`src/rtl/tts_pkg.sv`:
```
// Shared types for the host command master: RAM select encoding, FSM states
// and the predicate that identifies the 64-bit-wide RAMs.
package tts_pkg;

  typedef enum logic [1:0] {
    SEL_SYMBOL = 2'd0,
    SEL_PRICE  = 2'd1,
    SEL_VOLUME = 2'd2,
    SEL_ORDER  = 2'd3
  } cmd_sel_e;

  typedef enum logic [1:0] {
    ST_IDLE    = 2'd0,
    ST_REQ     = 2'd1,
    ST_WAIT_RD = 2'd2,
    ST_RSP     = 2'd3
  } state_e;

  // Symbol and volume RAMs are only 64 bits wide; everything above bit 63 is dead.
  function automatic logic is_64b_ram(input logic [1:0] sel);
    return (sel == SEL_SYMBOL) || (sel == SEL_VOLUME);
  endfunction

endpackage

```
`src/rtl/host_cmd_master_if.sv`:
```
// Command, host-port and response buses of the host command master.
// All three channels transfer on a clock edge where the producer's valid/req and
// the consumer's ready/ack are both 1; the producer holds its payload stable until then.
interface host_cmd_master_if #(
  parameter int ADDR_WIDTH = 14,
  parameter int DATA_WIDTH = 128
);
  logic                  cmd_valid;
  logic                  cmd_ready;
  logic                  cmd_write;
  logic [1:0]            cmd_sel;
  logic [ADDR_WIDTH-1:0] cmd_addr;
  logic [DATA_WIDTH-1:0] cmd_wdata;

  logic                  host_req;
  logic                  host_wr;
  logic [1:0]            host_sel;
  logic [ADDR_WIDTH-1:0] host_addr;
  logic [DATA_WIDTH-1:0] host_wdata;
  logic                  host_ack;
  logic                  host_rvalid;
  logic [DATA_WIDTH-1:0] host_rdata;

  logic                  rsp_valid;
  logic                  rsp_ready;
  logic                  rsp_err;
  logic [DATA_WIDTH-1:0] rsp_rdata;

  modport master (
    input  cmd_valid, cmd_write, cmd_sel, cmd_addr, cmd_wdata,
    output cmd_ready,
    output host_req, host_wr, host_sel, host_addr, host_wdata,
    input  host_ack, host_rvalid, host_rdata,
    output rsp_valid, rsp_err, rsp_rdata,
    input  rsp_ready
  );

  modport slave (
    output cmd_valid, cmd_write, cmd_sel, cmd_addr, cmd_wdata,
    input  cmd_ready,
    input  host_req, host_wr, host_sel, host_addr, host_wdata,
    output host_ack, host_rvalid, host_rdata,
    input  rsp_valid, rsp_err, rsp_rdata,
    output rsp_ready
  );
endinterface

```
`src/rtl/host_cmd_master.sv`:
```
// Single-outstanding host-port initiator: accepts one command, drives the host
// request until acked, waits for read data or a timeout, then returns a response.
module host_cmd_master
  import tts_pkg::*;
#(
  parameter int ADDR_WIDTH     = 14,
  parameter int DATA_WIDTH     = 128,
  parameter int TIMEOUT_CYCLES = 256
) (
  input  logic               clk,
  input  logic               reset,
  host_cmd_master_if.master  bus,
  output logic [15:0]        timeout_cnt,
  output state_e             fsm_state
);

  localparam int TW = (TIMEOUT_CYCLES > 1) ? $clog2(TIMEOUT_CYCLES) : 1;
  localparam logic [DATA_WIDTH-1:0] LO64_MASK = DATA_WIDTH'({64{1'b1}});

  state_e                state, state_nxt;
  logic                  lat_write;
  logic [1:0]            lat_sel;
  logic [ADDR_WIDTH-1:0] lat_addr;
  logic [DATA_WIDTH-1:0] lat_wdata;
  logic [TW-1:0]         tmr;
  logic                  rsp_err_q;
  logic [DATA_WIDTH-1:0] rsp_rdata_q;

  logic                  cmd_ready;
  logic                  accept;
  logic                  load_rsp;
  logic                  err_nxt;
  logic [DATA_WIDTH-1:0] rdata_nxt;
  logic [DATA_WIDTH-1:0] rdata_masked;
  logic                  timeout_hit;

  assign cmd_ready    = (state == ST_IDLE) && !reset;
  assign accept       = cmd_ready && bus.cmd_valid;
  assign rdata_masked = is_64b_ram(lat_sel) ? (bus.host_rdata & LO64_MASK) : bus.host_rdata;
  assign timeout_hit  = (tmr == TW'(TIMEOUT_CYCLES - 1));

  // Completion is tested before timeout so a late ack/rvalid still wins.
  always_comb begin
    state_nxt = state;
    load_rsp  = 1'b0;
    err_nxt   = 1'b0;
    rdata_nxt = '0;
    case (state)
      ST_IDLE: if (accept) state_nxt = ST_REQ;
      ST_REQ: begin
        if (bus.host_ack) begin
          if (lat_write) begin
            state_nxt = ST_RSP;
            load_rsp  = 1'b1;
          end else if (bus.host_rvalid) begin
            state_nxt = ST_RSP;
            load_rsp  = 1'b1;
            rdata_nxt = rdata_masked;
          end else begin
            state_nxt = ST_WAIT_RD;
          end
        end else if (timeout_hit) begin
          state_nxt = ST_RSP;
          load_rsp  = 1'b1;
          err_nxt   = 1'b1;
        end
      end
      ST_WAIT_RD: begin
        if (bus.host_rvalid) begin
          state_nxt = ST_RSP;
          load_rsp  = 1'b1;
          rdata_nxt = rdata_masked;
        end else if (timeout_hit) begin
          state_nxt = ST_RSP;
          load_rsp  = 1'b1;
          err_nxt   = 1'b1;
        end
      end
      ST_RSP: if (bus.rsp_ready) state_nxt = ST_IDLE;
      default: state_nxt = ST_IDLE;
    endcase
  end

  always_ff @(posedge clk) begin
    if (reset) begin
      state       <= ST_IDLE;
      lat_write   <= 1'b0;
      lat_sel     <= '0;
      lat_addr    <= '0;
      lat_wdata   <= '0;
      tmr         <= '0;
      rsp_err_q   <= 1'b0;
      rsp_rdata_q <= '0;
      timeout_cnt <= '0;
    end else begin
      state <= state_nxt;
      if (accept) begin
        lat_write <= bus.cmd_write;
        lat_sel   <= bus.cmd_sel;
        lat_addr  <= bus.cmd_addr;
        lat_wdata <= bus.cmd_wdata;
        tmr       <= '0;
      end else if (state == ST_REQ || state == ST_WAIT_RD) begin
        tmr <= tmr + TW'(1);
      end
      if (load_rsp) begin
        rsp_err_q   <= err_nxt;
        rsp_rdata_q <= rdata_nxt;
        if (err_nxt && timeout_cnt != 16'hFFFF) timeout_cnt <= timeout_cnt + 16'd1;
      end
    end
  end

  assign bus.cmd_ready  = cmd_ready;
  assign bus.host_req   = (state == ST_REQ);
  assign bus.host_wr    = lat_write;
  assign bus.host_sel   = lat_sel;
  assign bus.host_addr  = lat_addr;
  assign bus.host_wdata = is_64b_ram(lat_sel) ? (lat_wdata & LO64_MASK) : lat_wdata;
  assign bus.rsp_valid  = (state == ST_RSP);
  assign bus.rsp_err    = rsp_err_q;
  assign bus.rsp_rdata  = rsp_rdata_q;
  assign fsm_state      = state;

endmodule
```
`src/flat_wrapper.sv`:
```
// flat-port wrapper written by rule: the top's interface ports become plain ports
module host_cmd_master_flat import tts_pkg::*;
#(
  parameter int ADDR_WIDTH     = 14,
  parameter int DATA_WIDTH     = 128,
  parameter int TIMEOUT_CYCLES = 256
)
  (clk, reset, timeout_cnt, fsm_state, bus_cmd_valid, bus_cmd_write, bus_cmd_sel, bus_cmd_addr, bus_cmd_wdata, bus_cmd_ready, bus_host_req, bus_host_wr, bus_host_sel, bus_host_addr, bus_host_wdata, bus_host_ack, bus_host_rvalid, bus_host_rdata, bus_rsp_valid, bus_rsp_err, bus_rsp_rdata, bus_rsp_ready);
  host_cmd_master_if #(.ADDR_WIDTH(ADDR_WIDTH), .DATA_WIDTH(DATA_WIDTH)) bus_i ();
  input  logic clk;
  input  logic reset;
  output logic [15:0] timeout_cnt;
  output state_e fsm_state;
  input wire logic [$bits(bus_i.cmd_valid)-1:0] bus_cmd_valid;
  input wire logic [$bits(bus_i.cmd_write)-1:0] bus_cmd_write;
  input wire logic [$bits(bus_i.cmd_sel)-1:0] bus_cmd_sel;
  input wire logic [$bits(bus_i.cmd_addr)-1:0] bus_cmd_addr;
  input wire logic [$bits(bus_i.cmd_wdata)-1:0] bus_cmd_wdata;
  output wire logic [$bits(bus_i.cmd_ready)-1:0] bus_cmd_ready;
  output wire logic [$bits(bus_i.host_req)-1:0] bus_host_req;
  output wire logic [$bits(bus_i.host_wr)-1:0] bus_host_wr;
  output wire logic [$bits(bus_i.host_sel)-1:0] bus_host_sel;
  output wire logic [$bits(bus_i.host_addr)-1:0] bus_host_addr;
  output wire logic [$bits(bus_i.host_wdata)-1:0] bus_host_wdata;
  input wire logic [$bits(bus_i.host_ack)-1:0] bus_host_ack;
  input wire logic [$bits(bus_i.host_rvalid)-1:0] bus_host_rvalid;
  input wire logic [$bits(bus_i.host_rdata)-1:0] bus_host_rdata;
  output wire logic [$bits(bus_i.rsp_valid)-1:0] bus_rsp_valid;
  output wire logic [$bits(bus_i.rsp_err)-1:0] bus_rsp_err;
  output wire logic [$bits(bus_i.rsp_rdata)-1:0] bus_rsp_rdata;
  input wire logic [$bits(bus_i.rsp_ready)-1:0] bus_rsp_ready;
  assign bus_i.cmd_valid = bus_cmd_valid;
  assign bus_i.cmd_write = bus_cmd_write;
  assign bus_i.cmd_sel = bus_cmd_sel;
  assign bus_i.cmd_addr = bus_cmd_addr;
  assign bus_i.cmd_wdata = bus_cmd_wdata;
  assign bus_cmd_ready = bus_i.cmd_ready;
  assign bus_host_req = bus_i.host_req;
  assign bus_host_wr = bus_i.host_wr;
  assign bus_host_sel = bus_i.host_sel;
  assign bus_host_addr = bus_i.host_addr;
  assign bus_host_wdata = bus_i.host_wdata;
  assign bus_i.host_ack = bus_host_ack;
  assign bus_i.host_rvalid = bus_host_rvalid;
  assign bus_i.host_rdata = bus_host_rdata;
  assign bus_rsp_valid = bus_i.rsp_valid;
  assign bus_rsp_err = bus_i.rsp_err;
  assign bus_rsp_rdata = bus_i.rsp_rdata;
  assign bus_i.rsp_ready = bus_rsp_ready;
  host_cmd_master #(.ADDR_WIDTH(ADDR_WIDTH), .DATA_WIDTH(DATA_WIDTH), .TIMEOUT_CYCLES(TIMEOUT_CYCLES)) u_core (.clk(clk), .reset(reset), .bus(bus_i), .timeout_cnt(timeout_cnt), .fsm_state(fsm_state));
endmodule
```
`config.mk`:
```
export PLATFORM = sky130hd
export DESIGN_NAME = host_cmd_master_flat
export DESIGN_NICKNAME = d
export VERILOG_FILES = /design/src/rtl/tts_pkg.sv /design/src/rtl/host_cmd_master_if.sv /design/src/rtl/host_cmd_master.sv /design/src/flat_wrapper.sv
export SDC_FILE = /design/constraint.sdc
export NUM_CORES = 1
export LEC_CHECK = 0
export ABC_CLOCK_PERIOD_IN_PS = 2600
export CORE_AREA = 2 2 222 224
export CTS_CLUSTER_DIAMETER = 100
export DETAILED_ROUTE_END_ITERATION = 8
export DIE_AREA = 0 0 224 226
export PLACE_DENSITY = 0.55
export SYNTH_ARGS = -nofsm -noshare
export SYNTH_HDL_FRONTEND = slang
export SYNTH_SLANG_ARGS = --single-unit
```
`constraint.sdc`:
```
create_clock -name clk -period 2.6 [get_ports clk]
set_clock_uncertainty 0.2 [all_clocks]
set_input_delay 0.52 -clock clk [delete_from_list [all_inputs] [get_ports clk]]
set_output_delay 0.52 -clock clk [all_outputs]
set_load 0.01 [all_outputs]
```
==> run metrics, run 1 <==
Pre-antenna DRT Iters 4; relative slew slack 53.08%; P_int 10090 uW; area of the multi-input gates roughly 0.0053 sq mm; Yosys top cell by area dfxtp_1; Setup TNS Final 0 ps; number of vias per cell roughly 4.5; net switching power 4042 uW; global-route wire length before repair 65.45 mm; Util after Layout 41.11%; DIE HEIGHT 226 microns; CP startpoint kind flop; final cell count without fillers 2623; Reg area 0.006011 sq mm; Syn Nets 1787; Top FF cell, synth dfxtp_1; Cell Area, Placed 0.01858 sq mm; drt first-iter violations 597; P_leak just over 0.007 uW; Critical Path RT 1880 ps; core area 0.04834 sq mm; Peak VDD IR 0.0005809 V; area grow syn2layout 59.08%; largest net degree at the start of global routing 149; post-detail-place hpwl 31.22 mm; CP Data Arrival Time 1790 ps; post-synthesis async set-or-reset flop share 0%; yosys warns 0; R2R Path End u_core.timeout_cnt[9]$_SDFFE_PP0P_; Logic pwr share 24.3%; crit-path max FO 4; Avg Inst Size Synth ~8.3 sq um; synth unique cells 49; final worst path period share between 90% and 100%; reg2reg path depth 7; fin crit period 2510 ps; CP endpoint kind output pin; drt wl/cell around 17 microns; clk buf depth 3; Final ANT Viol Nets 0; Final Slew Violations 0; initial antenna violation count 4; endpoints failing setup 0; die span in x 224 microns; WP depth 4; Root Driver clkbuf_16; clk_lat worst skew 530 ps; status completed; # port buffers 573; IO Count about 570; area of the mapped netlist 0.01249 sq mm; residual DRC count 0; synthesized flop and latch total 300; worst-margin pin slew 703.8 ps; Worst Hold Endpoint u_core.lat_wdata[13]$_SDFFE_PP0P_; RSZ-0062 raised after global routing false; GPL Wtd Cong 0.7713; Total Nets Final 2259; Cells after Synth 1501; worst reg2reg startpoint u_core.fsm_state[0]$_SDFFE_PP0P_; clock share of power a little under two fifths; worst hold path cell count 2; kind of critical path flop to output pin; placed insts 2550; FF-to-FF setup slack 200 ps; vias in the first global route 11610; Initial Util between 20% and 30%; Worst path top cell family by delay buffers and inverters; hold wc startpoint u_core.lat_wdata[13]$_SDFFE_PP0P_; CTS Buf Count 37; grt total ovfl 0; power share of the sequential group 38.5%; share of the synthesized area in the top cell type 48.07%; Synth area leaders dfxtp_1 48%, nand2b_1 11%, o21ai_0 8.5%; share of layout cells above drive strength 1 under 10%; Total Routing Usage GR 16.38%; die area 0.05062 sq mm; switch share 28.61%; post-layout instance area 0.01987 sq mm; fmax ~400 MHz; DRT Wirelength 44.08 mm; CTS Sinks 300; Critical Path Max Stage Delay 540 ps; HP Class flop to flop; total of max-cap violations 0; crit-path cells inv_2 > ha_4 > buf_4 > clkdlybuf4s50_1; Buf+Inv Stages, Crit Path 3; routed via count ~12000; # H-tree levels 2; Clk pin slew, worst setup/hold paths around 50 ps; critical path's slowest cell clkdlybuf4s50_1; pwr/cell area roughly 700 mW/mm^2; Post-synth EDFFs 0; Final Hold Viols 0; post-synthesis sequential area ratio between 40% and 50%; # rows 81; Power Total about 14000 uW; CTS tree yes; Fill cells a little under 5000
logic make-up (layout without fill, tap and decap cells):
group	count (synthesis)	count (layout)	share of synthesized area, %
other	0	2	0
AOI/OAI and AO/OA	310	310	14.87
buffers and inverters	251	749	9.685
muxes	2	2	0.1703
xor gates and xnor gates	11	11	0.7711
adders and majority gates	7	7	0.7010
and+or+nand+nor	620	620	25.73
DFF	300	300	48.07
tightest hold or removal path, stage by stage (launching register included):
cell and delay (ps):
dfxtp_1 300, nand2b_1 60, o21ai_0 60
what timing repair did:
action | 4_1_cts | 5_1_grt
gates cloned | 1 | 0
endpoints found under the setup margin | 60 | 6
buffers inserted | 4 | 0
hold endpoints to repair | 2 | 0
resized for setup | 45 | 5
hold buffers | 1 | 0
stage by stage:
step / hold WS, ps / worst slack [ps]
after global routing: 288.2 / 30.16
after detailed placement: 259.3 / -231.9
after global placement: 255.2 / -173.4
after CTS: 270.8 / -18.59
after floorplan: 244.6 / 120.2
final: 269.2 / 89.98
final cells by class:
class	count	share of cell area, %
Antenna cell	2	0.02518
Clock buffer	54	5.546
Clock inverter	11	0.7051
Inverter	69	1.303
Multi-Input combinational cell	950	26.76
Sequential cell	300	30.24
Tap cell	622	3.916
Timing Repair Buffer	615	31.50
how the worst max path moves through the flow:
stage / startpoint / end / slack [ps]
3_5_place_dp: bus_host_ack / u_core.timeout_cnt[5]$_SDFFE_PP0P_ / -230
4_1_cts: u_core.fsm_state[1]$_SDFFE_PP0P_ / bus_host_req / -20
6_report: u_core.fsm_state[1]$_SDFFE_PP0P_ / bus_host_req / 90
5_1_grt: u_core.fsm_state[1]$_SDFFE_PP0P_ / bus_host_req / 30
2_1_floorplan: u_core.fsm_state[0]$_SDFFE_PP0P_ / u_core.timeout_cnt[14]$_SDFFE_PP0P_ / 120
3_3_place_gp: bus_host_ack / u_core.timeout_cnt[9]$_SDFFE_PP0P_ / -170
metal layers:
metal	global-route usage, %	vias up	part of all wire (%)
met5	0	-	0.036
met4	5.140	2	2.0
met3	6.792	53	9.9
met2	27.51	415	47
met1	18.93	5404	41
li1	-	5825	-
cell usage after synthesis (all sizes together) (2+ instances only):
| cell type | count |
|---|---|
| nand4 | 5 |
| dfxtp | 300 |
| and4 | 3 |
| nor2 | 18 |
| a21oi | 15 |
| o32ai | 63 |
| or3 | 3 |
| nand2 | 222 |
| o21ai | 214 |
| xor2 | 5 |
| ha | 7 |
| inv | 69 |
| buf | 76 |
| clkbuf | 106 |
| or2 | 3 |
| nor2b | 3 |
| xnor2 | 6 |
| nand2b | 212 |
| a2111oi | 2 |
| nor3 | 2 |
| and2 | 66 |
| nand3 | 72 |
| or4 | 4 |
| a21o | 2 |
| o31ai | 5 |
power by group through the flow:
stage / logic, uW / registers [uW] / clock network [uW]
2_1_floorplan: 1790 / 5510 / 0
3_3_place_gp: 3420 / 5510 / 0
3_5_place_dp: 3440 / 5530 / 0
4_1_cts: 3490 / 5430 / 5440
5_1_grt: 3760 / 5500 / 5610
6_report: 3440 / 5430 / 5260
layout by cell type, fill, tap and decap left out, types with 2 or more instances in the layout:
cell | Yosys | routed
ha_4 | 0 | 2
o31ai_1 | 5 | 5
diode_2 | 0 | 2
nand2_1 | 222 | 221
or2_2 | 3 | 3
buf_4 | 64 | 21
o32ai_2 | 2 | 2
clkdlybuf4s50_1 | 0 | 530
nand2b_1 | 212 | 212
dlygate4sd2_1 | 0 | 41
nor2_1 | 18 | 18
ha_1 | 7 | 4
bufinv_16 | 0 | 3
and2_4 | 0 | 2
nand4_1 | 4 | 4
clkbuf_1 | 106 | 8
o21ai_0 | 213 | 213
and2_1 | 66 | 64
o32ai_1 | 61 | 61
inv_1 | 69 | 68
xor2_1 | 5 | 5
a21oi_1 | 15 | 15
or3_1 | 3 | 3
a2111oi_0 | 2 | 2
xnor2_1 | 6 | 6
clkbuf_16 | 0 | 39
nor3_1 | 2 | 2
dfxtp_1 | 300 | 298
or4_1 | 4 | 4
buf_6 | 3 | 2
buf_12 | 0 | 18
clkinv_2 | 0 | 5
clkbuf_8 | 0 | 7
nand3_1 | 72 | 72
and4_1 | 3 | 3
nor2b_1 | 3 | 3
flip-flops by register name, indices dropped and copies added, names as in the netlist, 2 cells and up:
register	count
u_core.fsm_state	2
u_core.lat_wdata	128
u_core.timeout_cnt	16
u_core.bus.host_sel	2
u_core.tmr	8
u_core.bus.rsp_rdata	128
u_core.bus.host_addr	14
(Power assumes the default switching activity.)
==> run 2, diff against run 1 <==
--- a/config.mk
+++ b/config.mk
@@ -10,7 +10,9 @@
 export CTS_CLUSTER_DIAMETER = 100
 export DETAILED_ROUTE_END_ITERATION = 8
 export DIE_AREA = 0 0 224 226
+export MAX_ROUTING_LAYER = met4
 export PLACE_DENSITY = 0.55
+export REMOVE_ABC_BUFFERS = 1
 export SYNTH_ARGS = -nofsm -noshare
 export SYNTH_HDL_FRONTEND = slang
 export SYNTH_SLANG_ARGS = --single-unit
==> constraint.sdc (replaced) <==
create_clock -name clk -period 2.6 [get_ports clk]
set_clock_uncertainty 0.2 [all_clocks]
set_input_delay 0.52 -clock clk [delete_from_list [all_inputs] [get_ports clk]]
set_output_delay 0.52 -clock clk [all_outputs]
set_load 0.05 [all_outputs]
==> run 2 against run 1 <==
Worst hold slack worse by 150 ps. Largest power group unchanged. Die area unchanged. Routed wire length shrank 0.23%. Combinational power increased by 37%. Core utilization is 1.1 points higher. Highest routed layer is now met4. Clock power fell by 3%.
==> run metrics, run 2 (synthesis gave the netlist of run 1 again) <==
status completed (unchanged); total of max-cap violations 0 (unchanged); # port buffers 573 (unchanged); residual DRC count 0 (unchanged); Final Hold Viols 0 (unchanged); post-cts resize count 4 (was 45); FF-to-FF setup slack 180 ps (was 200 ps); Buf+Inv Stages, Crit Path 1 (was 3); grt total ovfl 0 (unchanged); critical path's slowest cell clkdlybuf4s50_1 (unchanged); clk_lat worst skew 540 ps (was 530 ps); clk buf depth 3 (unchanged); GPL Wtd Cong 0.8139 (was 0.7713); endpoints failing setup 0 (unchanged); Power Total 15250 uW (was 14130 uW); drt first-iter violations 655 (was 597); final worst path period share 96.62% (was 96.54%); largest net degree at the start of global routing 167 (was 149); relative slew slack 49.10% (was 53.08%); initial antenna violation count 1 (was 4); # H-tree levels 2 (unchanged); CP Data Arrival Time 1790 ps (about the same); R2R Path End u_core.timeout_cnt[5]$_SDFFE_PP0P_ (was u_core.timeout_cnt[9]$_SDFFE_PP0P_); number of vias per cell 4.392 (was 4.460); worst hold path cell count 2 (unchanged); crit-path cells clkdlybuf4s50_1 (was inv_2 > ha_4 > buf_4 > clkdlybuf4s50_1); core area 0.04834 sq mm (unchanged); CP endpoint kind output pin (unchanged); fin crit period 2512 ps (was 2510 ps); global-route wire length before repair 65.05 mm (was 65.45 mm); worst-margin pin slew 763.5 ps (was 703.8 ps); DIE HEIGHT 226 microns (unchanged); CP startpoint kind flop (unchanged); Reg area 0.006008 sq mm (was 0.006011 sq mm); routed via count 11500 (was 11700); Initial Util 25.84% (unchanged); die span in x 224 microns (unchanged); pwr/cell area 747.6 mW/mm^2 (was 710.8 mW/mm^2); Final Slew Violations 0 (unchanged); worst reg2reg startpoint u_core.fsm_state[0]$_SDFFE_PP0P_ (unchanged); Total Routing Usage GR 16.84% (was 16.38%); post-layout instance area 0.02040 sq mm (was 0.01987 sq mm); HP Class input pin to flop (was flop to flop); fmax 398.1 MHz (was 398.4 MHz); area of the multi-input gates 0.005305 sq mm (was 0.005319 sq mm); Final ANT Viol Nets 0 (unchanged); commonest non-fill, non-tap cells in the layout 494 x clkdlybuf4s50_1, 298 x dfxtp_1, 221 x nand2_1 (was 530 x clkdlybuf4s50_1, 298 x dfxtp_1, 221 x nand2_1); Pre-antenna DRT Iters 8 (was 4); # rows 81 (unchanged); Peak VDD IR 0.0006102 V (was 0.0005809 V); Critical Path RT 1880 ps (about the same); RSZ-0062 raised after global routing false (unchanged); commonest non-fill, non-tap cell in the layout clkdlybuf4s50_1 (unchanged); hold wc startpoint reset (was u_core.lat_wdata[13]$_SDFFE_PP0P_); CTS Buf Count 37 (unchanged); Critical Path Max Stage Delay 840 ps (was 540 ps); Setup TNS Final 0 ps (unchanged); Clk pin slew, worst setup/hold paths 60 ps (was 50 ps); vias in the first global route 11360 (was 11610); post-detail-place hpwl 31.12 mm (was 31.22 mm); area grow syn2layout 63.31% (was 59.08%); DRT Wirelength 43.98 mm (was 44.08 mm); CTS Sinks 300 (unchanged); kind of critical path flop to output pin (unchanged); die area 0.05062 sq mm (unchanged); Post-CTS Setup Repair Bufs 0 (was 4); Worst path top cell family by delay buffers and inverters (unchanged); drt wl/cell 16.79 microns (was 16.80 microns); IO Count 574 (unchanged); Fill cells 4776 (was 4878); Root Driver clkbuf_16 (unchanged); crit-path max FO 4 (unchanged); P_leak 0.007248 uW (was 0.007062 uW); share of layout cells above drive strength 1 8.772% (was 5.903%); Worst Hold Endpoint u_core.bus.host_wr$_SDFFE_PP0P_ (was u_core.lat_wdata[13]$_SDFFE_PP0P_); # hold bufs at CTS 0 (was 1); reg2reg path depth 7 (unchanged); CTS tree yes (unchanged); Cell Area, Placed 0.01920 sq mm (was 0.01858 sq mm); Total Nets Final 2256 (was 2259)
run 2: cell count changes in the layout (fill, tap and decap cells not counted), sizes merged, moves of 2 or more:
| cell | previous run | this run |
|---|---|---|
| buf | 41 | 107 |
| dlygate4sd2 | 41 | 4 |
| clkdlybuf4s50 | 530 | 494 |
| dlymetal6s2s | 1 | 7 |
| clkbuf | 54 | 56 |
run 2: power breakdown:
part | total (uW) | leakage (uW) | switching [uW] | internal [uW]
clock | 5100 | 0.000583 | 2020 | 3080
combinational | 4720 | 0.00422 | 2940 | 1770
sequential | 5440 | 0.00244 | 294 | 5140
total | 15300 | 0.00725 | 5250 | 10000
run 2: routing by layer:
metal	routed length, microns	GRT usage [%]	up-vias	share of wire (%)
met1	18630	19.91	5268	42
met3	2513	3.864	81	5.7
met2	21460	27.96	333	49
met4	1377	6.215	0	3.1
met5	0	-	-	0
li1	-	-	5820	-
run 2: final cells by class:
cell class | instances | share of cell area, %
clock inverters | 8 | 0.4600
well taps | 622 | 3.815
clock buffers | 56 | 5.342
repair buffers | 612 | 33.64
diodes | 2 | 0.02453
multi-input cells | 950 | 26.00
flip-flops and latches | 300 | 29.45
inverters | 69 | 1.269
run 2: how the worst max path moves through the flow:
stage,to,depth (start not counted),from
after CTS,timeout_cnt[13],1,u_core.timeout_cnt[13]$_SDFFE_PP0P_
after detailed placement,u_core.timeout_cnt[4]$_SDFFE_PP0P_,7,bus_host_ack
after floorplan,u_core.bus.rsp_rdata[90]$_SDFFE_PP0P_,5,u_core.fsm_state[0]$_SDFFE_PP0P_
after global placement,u_core.timeout_cnt[7]$_SDFFE_PP0P_,7,bus_host_ack
final,timeout_cnt[11],1,u_core.timeout_cnt[11]$_SDFFE_PP0P_
after global routing,bus_host_wdata[100],3,u_core.bus.host_sel[0]$_SDFFE_PP0P_
run 2: through the flow:
step           worst slack [ps]  hold WS (ps)  util (%)  instances
2_1_floorplan             -5326         244.0         -       1319
3_3_place_gp             -129.6         255.6     39.71       2553
3_5_place_dp             -158.2         258.4     39.71       2553
4_1_cts                  0.4985         71.03     42.15       2617
5_1_grt                   3.917         89.97     42.20       2618
6_report                  87.89         115.9     42.20       2619
==> run 3, diff against run 2 <==
--- a/config.mk
+++ b/config.mk
@@ -12,7 +12,6 @@
 export DIE_AREA = 0 0 224 226
 export MAX_ROUTING_LAYER = met4
 export PLACE_DENSITY = 0.55
-export REMOVE_ABC_BUFFERS = 1
 export SYNTH_ARGS = -nofsm -noshare
 export SYNTH_HDL_FRONTEND = slang
 export SYNTH_SLANG_ARGS = --single-unit
==> run 3 against run 2 <==
Via count up 1.6%. Routed wire length is 1.4% higher. Core utilization hardly changed. Highest routed layer unchanged. Sequential cell count did not move. Largest power group unchanged.
==> run metrics, run 3 (synthesis gave the netlist of run 1 again) <==
status completed (unchanged); GPL Wtd Cong 0.8206 (was 0.8139); fmax 396.0 MHz (was 398.1 MHz); commonest non-fill, non-tap cell in the layout clkdlybuf4s50_1 (unchanged); fin crit period 2525 ps (was 2512 ps); # H-tree levels 2 (unchanged); relative slew slack 54.61% (was 49.10%); crit-path max FO 6 (was 4); kind of critical path flop to output pin (unchanged); met3 wire len 4.138 mm (was 2.513 mm); DRT Wirelength 44.61 mm (was 43.98 mm); core area 0.04834 sq mm (unchanged); endpoints failing setup 0 (unchanged); critical path's slowest cell clkdlybuf4s50_1 (unchanged); drt first-iter violations 475 (was 655); post-detail-place hpwl 31.83 mm (was 31.12 mm); HP Class flop to flop (was input pin to flop); vias in the first global route 11560 (was 11360); worst reg2reg startpoint u_core.fsm_state[0]$_SDFFE_PP0P_ (unchanged); RSZ-0062 raised after global routing true (was false); initial antenna violation count 2 (was 1); P_leak 0.007134 uW (was 0.007248 uW); CTS tree yes (unchanged); worst-margin pin slew 680.8 ps (was 763.5 ps); Total Nets Final 2258 (was 2256); area grow syn2layout 63.12% (was 63.31%); Clk pin slew, worst setup/hold paths 60 ps (about the same); IO Count 574 (unchanged); routed via count 11680 (was 11500); clk_lat worst skew 530 ps (was 540 ps); Peak VDD IR 0.0004601 V (was 0.0006102 V); DIE HEIGHT 226 microns (unchanged); DR top layer met4 (unchanged); # rows 81 (unchanged); largest net degree at the start of global routing 135 (was 167); CTS Sinks 300 (unchanged); CP startpoint kind flop (unchanged); commonest non-fill, non-tap cells in the layout 500 x clkdlybuf4s50_1, 297 x dfxtp_1, 221 x nand2_1 (was 494 x clkdlybuf4s50_1, 298 x dfxtp_1, 221 x nand2_1); crit-path cells clkdlybuf4s50_1 (unchanged); Total Routing Usage GR 17.13% (was 16.84%); Initial Util 25.84% (unchanged); Pre-antenna DRT Iters 4 (was 8); crit path launch u_core.timeout_cnt[10]$_SDFFE_PP0P_ (was u_core.timeout_cnt[11]$_SDFFE_PP0P_); die area 0.05062 sq mm (unchanged); Power Total 15100 uW (was 15250 uW); met2 WL 21.03 mm (was 21.46 mm); Buf+Inv Stages, Crit Path 1 (unchanged); number of vias per cell 4.458 (was 4.392); clk buf depth 3 (unchanged); Root Driver clkbuf_16 (unchanged); placed insts 2555 (was 2553); hold wc startpoint u_core.lat_wdata[68]$_SDFFE_PP0P_ (was reset); drt wl/cell 17.03 microns (was 16.79 microns); final hold slack 266.6 ps (was 115.9 ps); pwr/cell area 741.0 mW/mm^2 (was 747.6 mW/mm^2); CP endpoint kind output pin (unchanged); Final ANT Viol Nets 0 (unchanged); final cell count without fillers 2620 (was 2619); Post-CTS Setup Repair Bufs 0 (unchanged); final worst path period share 97.13% (was 96.62%); DRT met1 WL 18.38 mm (was 18.63 mm); Critical Path RT 1880 ps (about the same); total of max-cap violations 0 (unchanged); Critical Path Max Stage Delay 850 ps (was 840 ps); Final Slew Violations 0 (unchanged); CTS Buf Count 36 (was 37); die span in x 224 microns (unchanged); global-route wire length before repair 66.03 mm (was 65.05 mm); Worst path top cell family by delay buffers and inverters (unchanged); Setup TNS Final 0 ps (unchanged); CP Data Arrival Time 1810 ps (was 1790 ps); # port buffers 573 (unchanged); residual DRC count 0 (unchanged); share of layout cells above drive strength 1 9.168% (was 8.772%); Final Hold Viols 0 (unchanged); grt total ovfl 0 (unchanged)
==> run 3: worst paths after layout <==
path	to	slack [ps]	depth (start not counted)
setup reg to reg	u_core.timeout_cnt[3]$_SDFFE_PP0P_	120	8
setup / recovery	timeout_cnt[10]	70	1
hold / removal	u_core.lat_wdata[68]$_SDFFE_PP0P_	270	2
hold reg to reg	u_core.lat_wdata[68]$_SDFFE_PP0P_	270	2
==> run 3: metrics by stage <==
| stage | utilization (%) | instance area, sq um | setup WS [ps] |
|---|---|---|---|
| 2_1_floorplan | - | 12520 | 56.89 |
| 3_3_place_gp | 39.75 | 19220 | -228.8 |
| 3_5_place_dp | 39.75 | 19220 | -271.0 |
| 4_1_cts | 42.14 | 20370 | 4.563 |
| 5_1_grt | 42.16 | 20380 | -2.756 |
| 6_report | 42.16 | 20380 | 74.74 |
==> run 3: timing repair <==
item                                    CTS  global route
hold buffers                              1             0
endpoints found under the setup margin   25             3
gates resized for setup                   3             2
endpoints found under the hold margin     2             0
==> run 3: metal layers <==
layer | GRT usage, % | vias up
met5 | - | -
met4 | 5.333 | 0
met3 | 6.479 | 58
met2 | 27.99 | 421
met1 | 19.40 | 5376
li1 | - | 5826
==> run 3: cell type report <==
cell class	instances	area, sq um
fill	4798	27960
timing repair buffer	615	6858
sequential	300	6017
multi-input combinational	950	5319
clock buffer	55	1084
tap	622	778.2
inverter	69	259.0
clock inverter	7	60.06
antenna	2	5.005
==> run 3: power breakdown <==
part / switching (uW) / internal (uW) / total [uW] / leakage, uW
Sequential: 299 / 5150 / 5450 / 0.00245
Clock: 1990 / 2960 / 4950 / 0.000569
Combinational: 2940 / 1770 / 4710 / 0.00412
